File: src/rtl/npu_mem_pkg.sv
// Shared definitions for the NPU scratchpad stream clients (reader now, writer later).
package npu_mem_pkg;

   localparam int TDP_ADDR_W = 15;
   localparam int TDP_DATA_W = 16;
   localparam int TDP_RD_LAT = 1;

   typedef enum logic [1:0] {
      IDLE  = 2'd0,
      ISSUE = 2'd1,
      DRAIN = 2'd2,
      FIN   = 2'd3
   } rd_state_t;

endpackage

File: src/rtl/tdp_rd_fifo.sv
// Synchronous first-word-fall-through FIFO; data_o shows the head entry whenever empty_o is low.
module tdp_rd_fifo #(
   parameter int DEPTH = 4,
   parameter int WIDTH = 16,
   parameter int CNT_W = $clog2(DEPTH + 1)
) (
   input  logic             clk_i,
   input  logic             rst_i,
   input  logic             push_i,
   input  logic [WIDTH-1:0] data_i,
   input  logic             pop_i,
   output logic [WIDTH-1:0] data_o,
   output logic [CNT_W-1:0] count_o,
   output logic             full_o,
   output logic             empty_o
);

   localparam int PTR_W = (DEPTH > 1) ? $clog2(DEPTH) : 1;

   logic [WIDTH-1:0] mem_q [DEPTH];
   logic [PTR_W-1:0] wr_ptr_q;
   logic [PTR_W-1:0] rd_ptr_q;
   logic [CNT_W-1:0] count_q;
   logic             wr_s;
   logic             rd_s;

   function automatic logic [PTR_W-1:0] ptr_next(input logic [PTR_W-1:0] p);
      return (p == PTR_W'(DEPTH - 1)) ? '0 : p + PTR_W'(1);
   endfunction

   assign rd_s    = pop_i && (count_q != '0);
   assign wr_s    = push_i && ((count_q != CNT_W'(DEPTH)) || rd_s);
   assign data_o  = mem_q[rd_ptr_q];
   assign count_o = count_q;
   assign full_o  = (count_q == CNT_W'(DEPTH));
   assign empty_o = (count_q == '0);

   // Pointer and occupancy bookkeeping.
   always_ff @(posedge clk_i) begin
      if (rst_i) begin
         wr_ptr_q <= '0;
         rd_ptr_q <= '0;
         count_q  <= '0;
      end else begin
         if (wr_s) wr_ptr_q <= ptr_next(wr_ptr_q);
         if (rd_s) rd_ptr_q <= ptr_next(rd_ptr_q);
         case ({wr_s, rd_s})
            2'b10:   count_q <= count_q + CNT_W'(1);
            2'b01:   count_q <= count_q - CNT_W'(1);
            default: count_q <= count_q;
         endcase
      end
   end

   // Entry storage; contents are don't-care until written.
   always_ff @(posedge clk_i) begin
      if (wr_s) mem_q[wr_ptr_q] <= data_i;
   end

endmodule

File: src/rtl/tdp_stream_reader.sv
// Burst reader for one TDP scratchpad port: issues sequential reads under a credit limit
// and replays the returned words on a valid/ready stream through a skid FIFO.
module tdp_stream_reader
   import npu_mem_pkg::*;
#(
   parameter int ADDR_W     = TDP_ADDR_W,
   parameter int DATA_W     = TDP_DATA_W,
   parameter int LEN_W      = 16,
   parameter int RD_LAT     = TDP_RD_LAT,
   parameter int FIFO_DEPTH = 4
) (
   input  logic              clk,
   input  logic              rst,
   input  logic              start,
   input  logic [ADDR_W-1:0] base_addr,
   input  logic [LEN_W-1:0]  len,
   output logic              busy,
   output logic              done,
   output logic              ram_we,
   output logic [ADDR_W-1:0] ram_addr,
   output logic [DATA_W-1:0] ram_din,
   input  logic [DATA_W-1:0] ram_dout,
   output logic              m_valid,
   input  logic              m_ready,
   output logic [DATA_W-1:0] m_data,
   output logic              m_last
);

   localparam int CNT_W  = $clog2(FIFO_DEPTH + 1);
   // One extra stage: the address register sits in front of the RAM's own latency.
   localparam int PIPE_N = RD_LAT + 1;

   rd_state_t         state_q;
   logic              busy_q;
   logic              done_q;
   logic [ADDR_W-1:0] ram_addr_q;
   logic [ADDR_W-1:0] addr_ptr_q;
   logic [LEN_W-1:0]  len_q;
   logic [LEN_W-1:0]  issued_q;
   logic [LEN_W-1:0]  words_out_q;
   logic [PIPE_N-1:0] vpipe_q;

   logic [CNT_W-1:0]  fifo_count_s;
   logic [DATA_W-1:0] fifo_head_s;
   logic              fifo_full_s;
   logic              fifo_empty_s;
   int                inflight_s;
   logic              credit_ok_s;
   logic              accept_s;
   logic              launch_issue_s;
   logic              run_issue_s;
   logic              issue_s;
   logic              hs_s;
   logic              last_s;

   // Reads currently travelling through the address/RAM pipeline.
   always_comb begin
      inflight_s = 0;
      for (int i = 0; i < PIPE_N; i++) begin
         inflight_s = inflight_s + (vpipe_q[i] ? 1 : 0);
      end
   end

   assign credit_ok_s    = (inflight_s + int'(fifo_count_s)) < FIFO_DEPTH;
   // A new burst may also be taken during the done cycle, when busy is already low.
   assign accept_s       = start && ((state_q == IDLE) || ((state_q == FIN) && done_q));
   assign launch_issue_s = accept_s && (len != '0);
   assign run_issue_s    = (state_q == ISSUE) && credit_ok_s && !fifo_full_s;
   assign issue_s        = launch_issue_s || run_issue_s;
   assign hs_s           = m_valid && m_ready;
   assign last_s         = ((words_out_q + LEN_W'(1)) == len_q);

   assign busy     = busy_q;
   assign done     = done_q;
   assign ram_we   = 1'b0;
   assign ram_din  = '0;
   assign ram_addr = ram_addr_q;
   assign m_valid  = !fifo_empty_s;
   assign m_data   = fifo_empty_s ? '0 : fifo_head_s;
   assign m_last   = m_valid && last_s;

   // Burst control FSM with address generation and word counters.
   always_ff @(posedge clk) begin
      if (rst) begin
         state_q     <= IDLE;
         busy_q      <= 1'b0;
         done_q      <= 1'b0;
         ram_addr_q  <= '0;
         addr_ptr_q  <= '0;
         len_q       <= '0;
         issued_q    <= '0;
         words_out_q <= '0;
         vpipe_q     <= '0;
      end else begin
         vpipe_q <= {vpipe_q[PIPE_N-2:0], issue_s};
         done_q  <= 1'b0;
         if (hs_s) words_out_q <= words_out_q + LEN_W'(1);
         if (run_issue_s) begin
            ram_addr_q <= addr_ptr_q;
            addr_ptr_q <= addr_ptr_q + ADDR_W'(1);
            issued_q   <= issued_q + LEN_W'(1);
         end
         if (accept_s) begin
            len_q       <= len;
            words_out_q <= '0;
            busy_q      <= 1'b1;
            if (len == '0) begin
               issued_q <= '0;
               state_q  <= FIN;
            end else begin
               ram_addr_q <= base_addr;
               addr_ptr_q <= base_addr + ADDR_W'(1);
               issued_q   <= LEN_W'(1);
               state_q    <= (len == LEN_W'(1)) ? DRAIN : ISSUE;
            end
         end else begin
            case (state_q)
               IDLE: state_q <= IDLE;
               ISSUE: begin
                  if (run_issue_s && ((issued_q + LEN_W'(1)) == len_q)) state_q <= DRAIN;
               end
               DRAIN: begin
                  if (hs_s && last_s) begin
                     state_q <= FIN;
                     done_q  <= 1'b1;
                     busy_q  <= 1'b0;
                  end
               end
               FIN: begin
                  // Empty bursts arrive here without a pulse yet.
                  if (!done_q) begin
                     done_q <= 1'b1;
                     busy_q <= 1'b0;
                  end
                  state_q <= IDLE;
               end
               default: state_q <= IDLE;
            endcase
         end
      end
   end

   tdp_rd_fifo #(
      .DEPTH (FIFO_DEPTH),
      .WIDTH (DATA_W),
      .CNT_W (CNT_W)
   ) u_fifo (
      .clk_i   (clk),
      .rst_i   (rst),
      .push_i  (vpipe_q[PIPE_N-1]),
      .data_i  (ram_dout),
      .pop_i   (hs_s),
      .data_o  (fifo_head_s),
      .count_o (fifo_count_s),
      .full_o  (fifo_full_s),
      .empty_o (fifo_empty_s)
   );

endmodule
File: config.mk
export PLATFORM = sky130hd
export DESIGN_NAME = tdp_stream_reader
export DESIGN_NICKNAME = d
export VERILOG_FILES = /design/src/rtl/npu_mem_pkg.sv /design/src/rtl/tdp_rd_fifo.sv /design/src/rtl/tdp_stream_reader.sv
export SDC_FILE = /design/constraint.sdc
export NUM_CORES = 1
export LEC_CHECK = 0
export CORE_AREA = 3 3 120 122
export CTS_BUF_LIST = sky130_fd_sc_hd__clkbuf_16
export DETAILED_ROUTE_END_ITERATION = 6
export DIE_AREA = 0 0 123 125
export PLACE_DENSITY = 0.91
export SETUP_SLACK_MARGIN = 0.15
export SYNTH_ARGS = -nofsm -noshare
export SYNTH_HDL_FRONTEND = slang
export SYNTH_SLANG_ARGS = --single-unit
File: constraint.sdc
create_clock -name clk -period 5.5 [get_ports clk]
set_input_delay 0.825 -clock clk [delete_from_list [all_inputs] [get_ports clk]]
set_output_delay 0.825 -clock clk [all_outputs]
set_load 0.1 [all_outputs]
==> results of run 1 <==
-- synth_stat cells, types with 15 or more instances --
cell      instances  share of area [%]
a311oi_1         18                2.0
xnor2_1          59                6.5
and2_1           22                1.7
nand4_1          16                1.3
a211oi_1         16                1.5
a21oi_1          34                2.2
edfxtp_1         64                 24
nand2_1         109                5.2
inv_1            16               0.76
mux4_2           16                4.6
o21ai_0          16                1.0
buf_4            20                1.9
clkbuf_1         34                1.6
nand3_1          31                2.0
xor2_1           35                3.9
dfxtp_1          93                 24
nor2_1           84                4.0
ha_1             15                2.4
-- state kept, by name (all words and copies together), names as in the netlist, named ones only --
| register | flops |
|---|---|
| u_fifo.rd_ptr_q | 2 |
| len_q | 16 |
| u_fifo.wr_ptr_q | 2 |
| u_fifo.count_o | 3 |
| busy | 1 |
| ram_addr | 15 |
| u_fifo.mem_q | 64 |
| addr_ptr_q | 15 |
| issued_q | 16 |
| words_out_q | 16 |
| done | 1 |
| state_q | 2 |
| vpipe_q | 2 |
-- path summary, 6_finish.rpt --
| path | to | cells past startpoint |
|---|---|---|
| max | m_data[7] | 3 |
| min | vpipe_q[1]$_SDFF_PP0_ | 1 |
| max reg2reg | state_q[0]$_SDFFE_PP0P_ | 9 |
| min reg2reg | vpipe_q[1]$_SDFF_PP0_ | 1 |
-- cells by family after synthesis --
logic type               after synthesis  synth area share, %
AND/OR/NAND/NOR                      322                19.42
buffers and inverters                 76                4.700
multiplexers                          19                4.938
adder cells (fa/ha/maj)               16                2.627
other                                  1              0.04743
AO/OA/AOI/OAI                        114                10.00
flip-flops                           157                47.86
XOR/XNOR                              94                10.41
-- area by class of cell --
cell class	count	area (µm²)	area share, %
repair buffers	91	888.4	9.507
well taps	176	220.2	2.357
inverters	16	60.06	0.6427
flip-flops and latches	157	3784	40.49
clock buffers	17	425.4	4.553
clock inverters	15	137.6	1.473
multi-input cells	582	3829	40.97
-- routing by layer --
| metal | GRT usage, % | vias up | routed length [µm] |
|---|---|---|---|
| met4 | 7.622 | 0 | 327 |
| met1 | 30.71 | 2867 | 7375 |
| met2 | 38.34 | 229 | 8681 |
| li1 | - | 2912 | - |
| met5 | 0 | - | 0 |
| met3 | 5.510 | 34 | 1109 |
-- power groups by stage --
stage	Clock [mW]	Combinational, mW	Sequential, mW
floorplan	0	1.31	1.70
global placement	0	1.90	1.51
detailed placement	0	1.93	1.52
CTS	1.13	1.95	1.50
global route	1.18	2.04	1.52
finish	1.12	1.94	1.50
==> flow_summary.html, run 1 <==
<table>
<tr><th>Metric</th><th>Value</th></tr>
<tr><th colspan="2">Power</th></tr>
<tr><td>Reg power frac</td><td>33.0%</td></tr>
<tr><td>Switching power total</td><td>2.023 mW</td></tr>
<tr><td>Power Total</td><td>4.554 mW</td></tr>
<tr><td>Power density over the cells</td><td>487.4 nW/µm²</td></tr>
<tr><td>Highest ir drop seen on vdd</td><td>0.0003571 V</td></tr>
<tr><td>Proportion of power drawn by combinational gates</td><td>42.5%</td></tr>
<tr><td>Cell-internal power</td><td>2.531 mW</td></tr>
<tr><td>Cell leakage power</td><td>3.138 nW</td></tr>
<tr><td>Switching Share</td><td>44.42%</td></tr>
<tr><td>Relative contribution of the clock network to total power</td><td>24.5%</td></tr>
<tr><th colspan="2">Worst setup path</th></tr>
<tr><td>Required time worst endpoint</td><td>4680 ps</td></tr>
<tr><td>Crit path capture type</td><td>primary output</td></tr>
<tr><td>Flop2flop setup slack</td><td>2510 ps</td></tr>
<tr><td>Worst R2R Start</td><td>words_out_q[0]$_SDFFE_PP0P_</td></tr>
<tr><td>Crit path largest cell delay</td><td>1040 ps</td></tr>
<tr><td>Nature of the critical path startpoint</td><td>flop</td></tr>
<tr><td>Buf/Inv on CP</td><td>1</td></tr>
<tr><td>Maximum fanout count along the critical path</td><td>16</td></tr>
<tr><td>Dominant delay contributor by cell family on the critical path</td><td>flip-flops</td></tr>
<tr><td>Critical path cell sequence</td><td>mux4_2 &gt; and2_1 &gt; clkdlybuf4s50_1</td></tr>
<tr><td>Worst path slowest cell</td><td>dfxtp_1</td></tr>
<tr><td>Worst setup path category</td><td>flop to primary output</td></tr>
<tr><td>Worst endpoint data arrival time</td><td>3240 ps</td></tr>
<tr><th colspan="2">Route</th></tr>
<tr><td>WL/cell</td><td>16.60 µm</td></tr>
<tr><td>Vias/cell</td><td>5.732</td></tr>
<tr><td>Via Count</td><td>6042</td></tr>
<tr><td>TritonRoute pass-1 iters</td><td>5</td></tr>
<tr><td>1st-iter DRT viols</td><td>457</td></tr>
<tr><td>Post-route DRC violation count</td><td>0</td></tr>
<tr><td>ANT nets after route</td><td>0</td></tr>
<tr><td>Final wirelength</td><td>17.49 mm</td></tr>
<tr><th colspan="2">Layout</th></tr>
<tr><td>Number of inserted filler cells in the final layout</td><td>919</td></tr>
<tr><td>Antenna fix cells</td><td>0</td></tr>
<tr><td>Commonest non-fill, non-tap cell in the layout</td><td>nand2_1</td></tr>
<tr><td>Highest-count cells in the layout ignoring fill and taps</td><td>109 x nand2_1, 93 x dfxtp_1, 84 x nor2_1</td></tr>
<tr><td>Area growth from synthesis to final layout</td><td>18.18%</td></tr>
<tr><td>Post-route cell area</td><td>9344 µm²</td></tr>
<tr><td>Final Util</td><td>70.28%</td></tr>
<tr><td>Share of post-route cells with drive strength above 1</td><td>8.200%</td></tr>
<tr><td>Final non-filler cell total</td><td>1054</td></tr>
<tr><td>Fin nets</td><td>932</td></tr>
<tr><th colspan="2">Logic synthesis</th></tr>
<tr><td>Ys flop type</td><td>dfxtp_1</td></tr>
<tr><td>Flip-flop and latch count after synthesis</td><td>157</td></tr>
<tr><td>Netlist cell types</td><td>61</td></tr>
<tr><td>Proportion of synthesized flip-flops having asynchronous set or reset</td><td>0%</td></tr>
<tr><td>Post-synth EDFFs</td><td>64</td></tr>
<tr><td>Seq/Total Area, Yosys</td><td>47.86%</td></tr>
<tr><td>Synthesized netlist cell count</td><td>799</td></tr>
<tr><td>Yosys warns</td><td>0</td></tr>
<tr><td>Mean Syn Cell Area</td><td>9.895 µm²</td></tr>
<tr><td>Area of the mapped netlist</td><td>7906 µm²</td></tr>
<tr><th colspan="2">STA</th></tr>
<tr><td>Final period util</td><td>73.92%</td></tr>
<tr><td>Min setup slack post-route</td><td>1434 ps</td></tr>
<tr><td>Final Hold Viols</td><td>0</td></tr>
<tr><td>Worst Max-Slew Pin Slew</td><td>1081 ps</td></tr>
<tr><td>Final critical-path required period</td><td>4066 ps</td></tr>
<tr><td>Final Max Slew Viols</td><td>0</td></tr>
<tr><td>RSZ-0062 raised after global routing</td><td>no</td></tr>
<tr><td>Clock tree skew after final layout</td><td>13.08 ps</td></tr>
<tr><td>Hold Worst Slack</td><td>477.3 ps</td></tr>
<tr><td>Final setup violating endpoints</td><td>0</td></tr>
<tr><td>Peak clock frequency supported by timing</td><td>0.2460 GHz</td></tr>
<tr><td>Sum of negative setup slack</td><td>0 ps</td></tr>
<tr><td>Max-slew headroom at the worst pin</td><td>27.83%</td></tr>
<tr><th colspan="2">Clocking</th></tr>
<tr><td>CTS tree</td><td>built</td></tr>
<tr><td>Clock-pin slew reported for the worst setup and hold paths after clock tree synthesis</td><td>60 ps</td></tr>
<tr><td>CTS max path bufs</td><td>2</td></tr>
<tr><td>Max H-tree Level</td><td>4</td></tr>
<tr><td>Number of clock buffers inserted by TritonCTS</td><td>17</td></tr>
<tr><td>Hold-fix buffer count after cts</td><td>0</td></tr>
<tr><td>Num Clock Sinks</td><td>157</td></tr>
<tr><td>Clock Latency Late Sink</td><td>430 ps</td></tr>
<tr><td>Cell at the root of the clock tree</td><td>clkbuf_16</td></tr>
<tr><td>Post-CTS Setup Bufs</td><td>0</td></tr>
<tr><td>Post-cts sizing count</td><td>0</td></tr>
<tr><th colspan="2">Die</th></tr>
<tr><td>Site row count</td><td>42</td></tr>
<tr><td>Core Region</td><td>13300 µm²</td></tr>
<tr><td>Die area</td><td>15380 µm²</td></tr>
<tr><td>Die height</td><td>125 µm</td></tr>
<tr><td>Num ports</td><td>103</td></tr>
<tr><td>Starting density of the core</td><td>59.47%</td></tr>
<tr><td>Die width</td><td>123 µm</td></tr>
<tr><th colspan="2">Global route</th></tr>
<tr><td>Pin count of the biggest net entering global routing</td><td>62</td></tr>
<tr><td>Global-route wire length before repair</td><td>28.63 mm</td></tr>
<tr><td>Total GRT Usage</td><td>23.41%</td></tr>
<tr><td>Aggregate global routing overflow</td><td>0</td></tr>
<tr><td>Antenna violations before repair</td><td>0</td></tr>
<tr><td>Vias in the first global route</td><td>5781</td></tr>
<tr><th colspan="2">Run</th></tr>
<tr><td>Count of maximum capacitance violations</td><td>0</td></tr>
<tr><th colspan="2">Outcome</th></tr>
<tr><td>Outcome</td><td>finished, final reports clean</td></tr>
<tr><th colspan="2">Place</th></tr>
<tr><td>Final weighted congestion in routability-driven placement</td><td>0.9315</td></tr>
<tr><td>DP Cell Count</td><td>1022</td></tr>
<tr><td>Detailed placer's ending HPWL</td><td>12.02 mm</td></tr>
<tr><td>Placed cell areas</td><td>8781 µm²</td></tr>
<tr><td>Number of buffers added on ports</td><td>85</td></tr>
<tr><td>Minimum setup slack after placement</td><td>1817 ps</td></tr>
<tr><th colspan="2">Hold path</th></tr>
<tr><td>Class of the tightest hold or removal check</td><td>flop to flop</td></tr>
<tr><td>Worst Hold Launch</td><td>vpipe_q[0]$_SDFF_PP0_</td></tr>
</table>
Power figures use the tool's default switching activity.
==> inputs of run 2 (changes only) <==
--- a/config.mk
+++ b/config.mk
@@ -5,11 +5,11 @@
 export SDC_FILE = /design/constraint.sdc
 export NUM_CORES = 1
 export LEC_CHECK = 0
-export CORE_AREA = 3 3 120 122
+export CORE_AREA = 3 3 123 125
 export CTS_BUF_LIST = sky130_fd_sc_hd__clkbuf_16
 export DETAILED_ROUTE_END_ITERATION = 6
-export DIE_AREA = 0 0 123 125
-export PLACE_DENSITY = 0.91
+export DIE_AREA = 0 0 126 128
+export PLACE_DENSITY = 0.87
 export SETUP_SLACK_MARGIN = 0.15
 export SYNTH_ARGS = -nofsm -noshare
 export SYNTH_HDL_FRONTEND = slang
==> constraint.sdc (replaced) <==
create_clock -name clk -period 3.9 [get_ports clk]
set_input_delay 0.585 -clock clk [delete_from_list [all_inputs] [get_ports clk]]
set_output_delay 0.585 -clock clk [all_outputs]
set_load 0.1 [all_outputs]
==> flow_summary.html, run 2 (synthesized netlist as in run 1, its figures left out) <==
<table>
<tr><th>Metric</th><th>Value</th></tr>
<tr><th colspan="2">Clocking</th></tr>
<tr><td>Cell at the root of the clock tree</td><td>clkbuf_16 (unchanged)</td></tr>
<tr><td>Clock-pin slew reported for the worst setup and hold paths after clock tree synthesis</td><td>60 ps (about the same)</td></tr>
<tr><td>Clock Latency Late Sink</td><td>440 ps (was 430 ps)</td></tr>
<tr><td>Max H-tree Level</td><td>4 (unchanged)</td></tr>
<tr><td>Number of clock buffers inserted by TritonCTS</td><td>17 (unchanged)</td></tr>
<tr><td>CTS tree</td><td>built (unchanged)</td></tr>
<tr><td>Num Clock Sinks</td><td>157 (unchanged)</td></tr>
<tr><td>Hold-fix buffer count after cts</td><td>0 (unchanged)</td></tr>
<tr><td>CTS max path bufs</td><td>2 (unchanged)</td></tr>
<tr><th colspan="2">Global route</th></tr>
<tr><td>Pin count of the biggest net entering global routing</td><td>62 (unchanged)</td></tr>
<tr><td>Global-route wire length before repair</td><td>28.90 mm (was 28.63 mm)</td></tr>
<tr><td>Total GRT Usage</td><td>22.47% (was 23.41%)</td></tr>
<tr><td>Aggregate global routing overflow</td><td>0 (unchanged)</td></tr>
<tr><td>Vias in the first global route</td><td>5807 (was 5781)</td></tr>
<tr><td>Antenna violations before repair</td><td>0 (unchanged)</td></tr>
<tr><th colspan="2">Layout</th></tr>
<tr><td>Sequential cell area in the final layout</td><td>3784 µm² (unchanged)</td></tr>
<tr><td>Number of inserted filler cells in the final layout</td><td>1033 (was 919)</td></tr>
<tr><td>Fin nets</td><td>937 (was 932)</td></tr>
<tr><td>Commonest non-fill, non-tap cell in the layout</td><td>nand2_1 (unchanged)</td></tr>
<tr><td>Area growth from synthesis to final layout</td><td>18.67% (was 18.18%)</td></tr>
<tr><td>Largest register FFs</td><td>64 (unchanged)</td></tr>
<tr><td>Area of combinational cells with multiple inputs</td><td>3842 µm² (was 3829 µm²)</td></tr>
<tr><td>Antenna fix cells</td><td>0 (unchanged)</td></tr>
<tr><td>Register containing the most flip-flops in the final layout</td><td>u_fifo.mem_q (unchanged)</td></tr>
<tr><td>Highest-count cells in the layout ignoring fill and taps</td><td>109 x nand2_1, 93 x dfxtp_1, 84 x nor2_1 (unchanged)</td></tr>
<tr><td>Share of post-route cells with drive strength above 1</td><td>10.87% (was 8.200%)</td></tr>
<tr><th colspan="2">Die</th></tr>
<tr><td>Die area</td><td>16130 µm² (was 15380 µm²)</td></tr>
<tr><td>Site row count</td><td>43 (was 42)</td></tr>
<tr><td>Starting density of the core</td><td>56.52% (was 59.47%)</td></tr>
<tr><td>Die width</td><td>126 µm (was 123 µm)</td></tr>
<tr><td>Num ports</td><td>103 (unchanged)</td></tr>
<tr><td>Die height</td><td>128 µm (was 125 µm)</td></tr>
<tr><td>Core Region</td><td>13990 µm² (was 13300 µm²)</td></tr>
<tr><th colspan="2">STA</th></tr>
<tr><td>Min setup slack post-route</td><td>273.2 ps (was 1434 ps)</td></tr>
<tr><td>Final Hold Viols</td><td>0 (unchanged)</td></tr>
<tr><td>Final critical-path required period</td><td>3627 ps</td></tr>
<tr><td>Max-slew headroom at the worst pin</td><td>32.33% (was 27.83%)</td></tr>
<tr><td>Worst Max-Slew Pin Slew</td><td>1012 ps (was 1081 ps)</td></tr>
<tr><td>Final setup violating endpoints</td><td>0 (unchanged)</td></tr>
<tr><td>Peak clock frequency supported by timing</td><td>0.2757 GHz</td></tr>
<tr><td>Sum of negative setup slack</td><td>0 ps (unchanged)</td></tr>
<tr><td>RSZ-0062 raised after global routing</td><td>no (unchanged)</td></tr>
<tr><td>Final Max Slew Viols</td><td>0 (unchanged)</td></tr>
<tr><td>Clock tree skew after final layout</td><td>9.014 ps (was 13.08 ps)</td></tr>
<tr><td>Final period util</td><td>93.00%</td></tr>
<tr><th colspan="2">Place</th></tr>
<tr><td>Final weighted congestion in routability-driven placement</td><td>0.9174 (was 0.9315)</td></tr>
<tr><td>Minimum setup slack after placement</td><td>609.3 ps (was 1817 ps)</td></tr>
<tr><td>Detailed placer's ending HPWL</td><td>12.19 mm (was 12.02 mm)</td></tr>
<tr><td>Number of buffers added on ports</td><td>85 (unchanged)</td></tr>
<tr><th colspan="2">Outcome</th></tr>
<tr><td>Outcome</td><td>finished, final reports clean (unchanged)</td></tr>
<tr><th colspan="2">Route</th></tr>
<tr><td>Post-route DRC violation count</td><td>0 (unchanged)</td></tr>
<tr><td>Via Count</td><td>6010 (was 6042)</td></tr>
<tr><td>ANT nets after route</td><td>0 (unchanged)</td></tr>
<tr><td>Vias/cell</td><td>5.654 (was 5.732)</td></tr>
<tr><td>Final wirelength</td><td>17.69 mm (was 17.49 mm)</td></tr>
<tr><td>WL/cell</td><td>16.64 µm (was 16.60 µm)</td></tr>
<tr><td>TritonRoute pass-1 iters</td><td>5 (unchanged)</td></tr>
<tr><td>1st-iter DRT viols</td><td>425 (was 457)</td></tr>
<tr><th colspan="2">Worst setup path</th></tr>
<tr><td>Flop2flop setup slack</td><td>1010 ps (was 2510 ps)</td></tr>
<tr><td>Nature of the critical path startpoint</td><td>flop (unchanged)</td></tr>
<tr><td>Length in cells of the worst reg-to-reg path</td><td>9 (unchanged)</td></tr>
<tr><td>Worst R2R Start</td><td>words_out_q[0]$_SDFFE_PP0P_ (unchanged)</td></tr>
<tr><td>Worst endpoint data arrival time</td><td>3040 ps (was 3240 ps)</td></tr>
<tr><td>Destination of the worst register-to-register timing path</td><td>state_q[0]$_SDFFE_PP0P_ (unchanged)</td></tr>
<tr><td>Worst setup path category</td><td>flop to primary output (unchanged)</td></tr>
<tr><td>Crit path capture type</td><td>primary output (unchanged)</td></tr>
<tr><td>Maximum fanout count along the critical path</td><td>15 (was 16)</td></tr>
<tr><td>Required time worst endpoint</td><td>3310 ps (was 4680 ps)</td></tr>
<tr><th colspan="2">Hold path</th></tr>
<tr><td>Number of cells on the worst hold path</td><td>1 (unchanged)</td></tr>
<tr><td>Worst Hold Launch</td><td>vpipe_q[0]$_SDFF_PP0_ (unchanged)</td></tr>
<tr><td>Class of the tightest hold or removal check</td><td>flop to flop (unchanged)</td></tr>
<tr><td>Hold Crit Endpoint</td><td>vpipe_q[1]$_SDFF_PP0_ (unchanged)</td></tr>
<tr><th colspan="2">Power</th></tr>
<tr><td>Power density over the cells</td><td>689.6 nW/µm² (was 487.4 nW/µm²)</td></tr>
<tr><td>Highest ir drop seen on vdd</td><td>0.0004589 V (was 0.0003571 V)</td></tr>
<tr><td>Cell leakage power</td><td>3.210 nW (was 3.138 nW)</td></tr>
<tr><th colspan="2">Run</th></tr>
<tr><td>Count of maximum capacitance violations</td><td>0 (unchanged)</td></tr>
</table>
run 2: how the worst max path moves through the flow:
stage,start,end,cells past startpoint
detailed placement,words_out_q[0]$_SDFFE_PP0P_,m_last,8
floorplan,words_out_q[0]$_SDFFE_PP0P_,m_last,7
global route,words_out_q[0]$_SDFFE_PP0P_,m_last,8
CTS,words_out_q[4]$_SDFFE_PP0P_,m_last,7
global placement,words_out_q[0]$_SDFFE_PP0P_,m_last,8
finish,words_out_q[0]$_SDFFE_PP0P_,m_last,8
run 2: report_power, final:
part	switching (mW)	internal [mW]	total, mW
clock network	0.720	0.903	1.62
logic	2.00	0.760	2.76
registers	0.188	1.90	2.09
total	2.90	3.57	6.47
run 2: critical path, cell delays in order (launching register included):
cell	delay, ps
dfxtp_1	460
ha_1	280
nand3_2	300
nor3_2	330
xnor2_1	150
o2111a_1	190
o2111ai_1	250
nor4_4	430
buf_12	220
run 2: final cells by class:
cell class                 count  area share, %
clock buffer                  17          4.534
clock inverter                15          1.600
inverter                      16         0.6401
multi-input combinational    582          40.95
sequential                   157          40.33
tap                          180          2.400
timing repair buffer          96          9.548
run 2: metal layers:
layer,up-vias,wire [µm],GRT usage (%),part of all wire (%)
met5,-,0,0,0
met4,0,230,7.508,1.3
met3,23,980,4.708,5.5
met2,193,8836,37.84,50
met1,2856,7638,29.12,43
li1,2938,-,-,-
run 2: stage by stage:
| step | cell area [µm²] | util [%] | total power, mW | cells | hold WS (ps) |
|---|---|---|---|---|---|
| final | 9383 | 67.08 | 6.470 | 1063 | 477.2 |
| after detailed placement | 8780 | 62.76 | 4.874 | 1028 | 464.0 |
| after global placement | 8780 | 62.76 | 4.823 | 1028 | 459.5 |
| after floorplan | 7981 | - | 4.261 | 815 | 444.7 |
| after global routing | 9383 | 67.08 | 6.738 | 1063 | 488.2 |
| after CTS | 9360 | 66.91 | 6.503 | 1060 | 476.0 |
run 2: repair_timing:
action,4_1_cts,5_1_grt
endpoints found under the setup margin,1,1
setup buffers,0,3
pin swaps,0,1
resized for setup,1,0
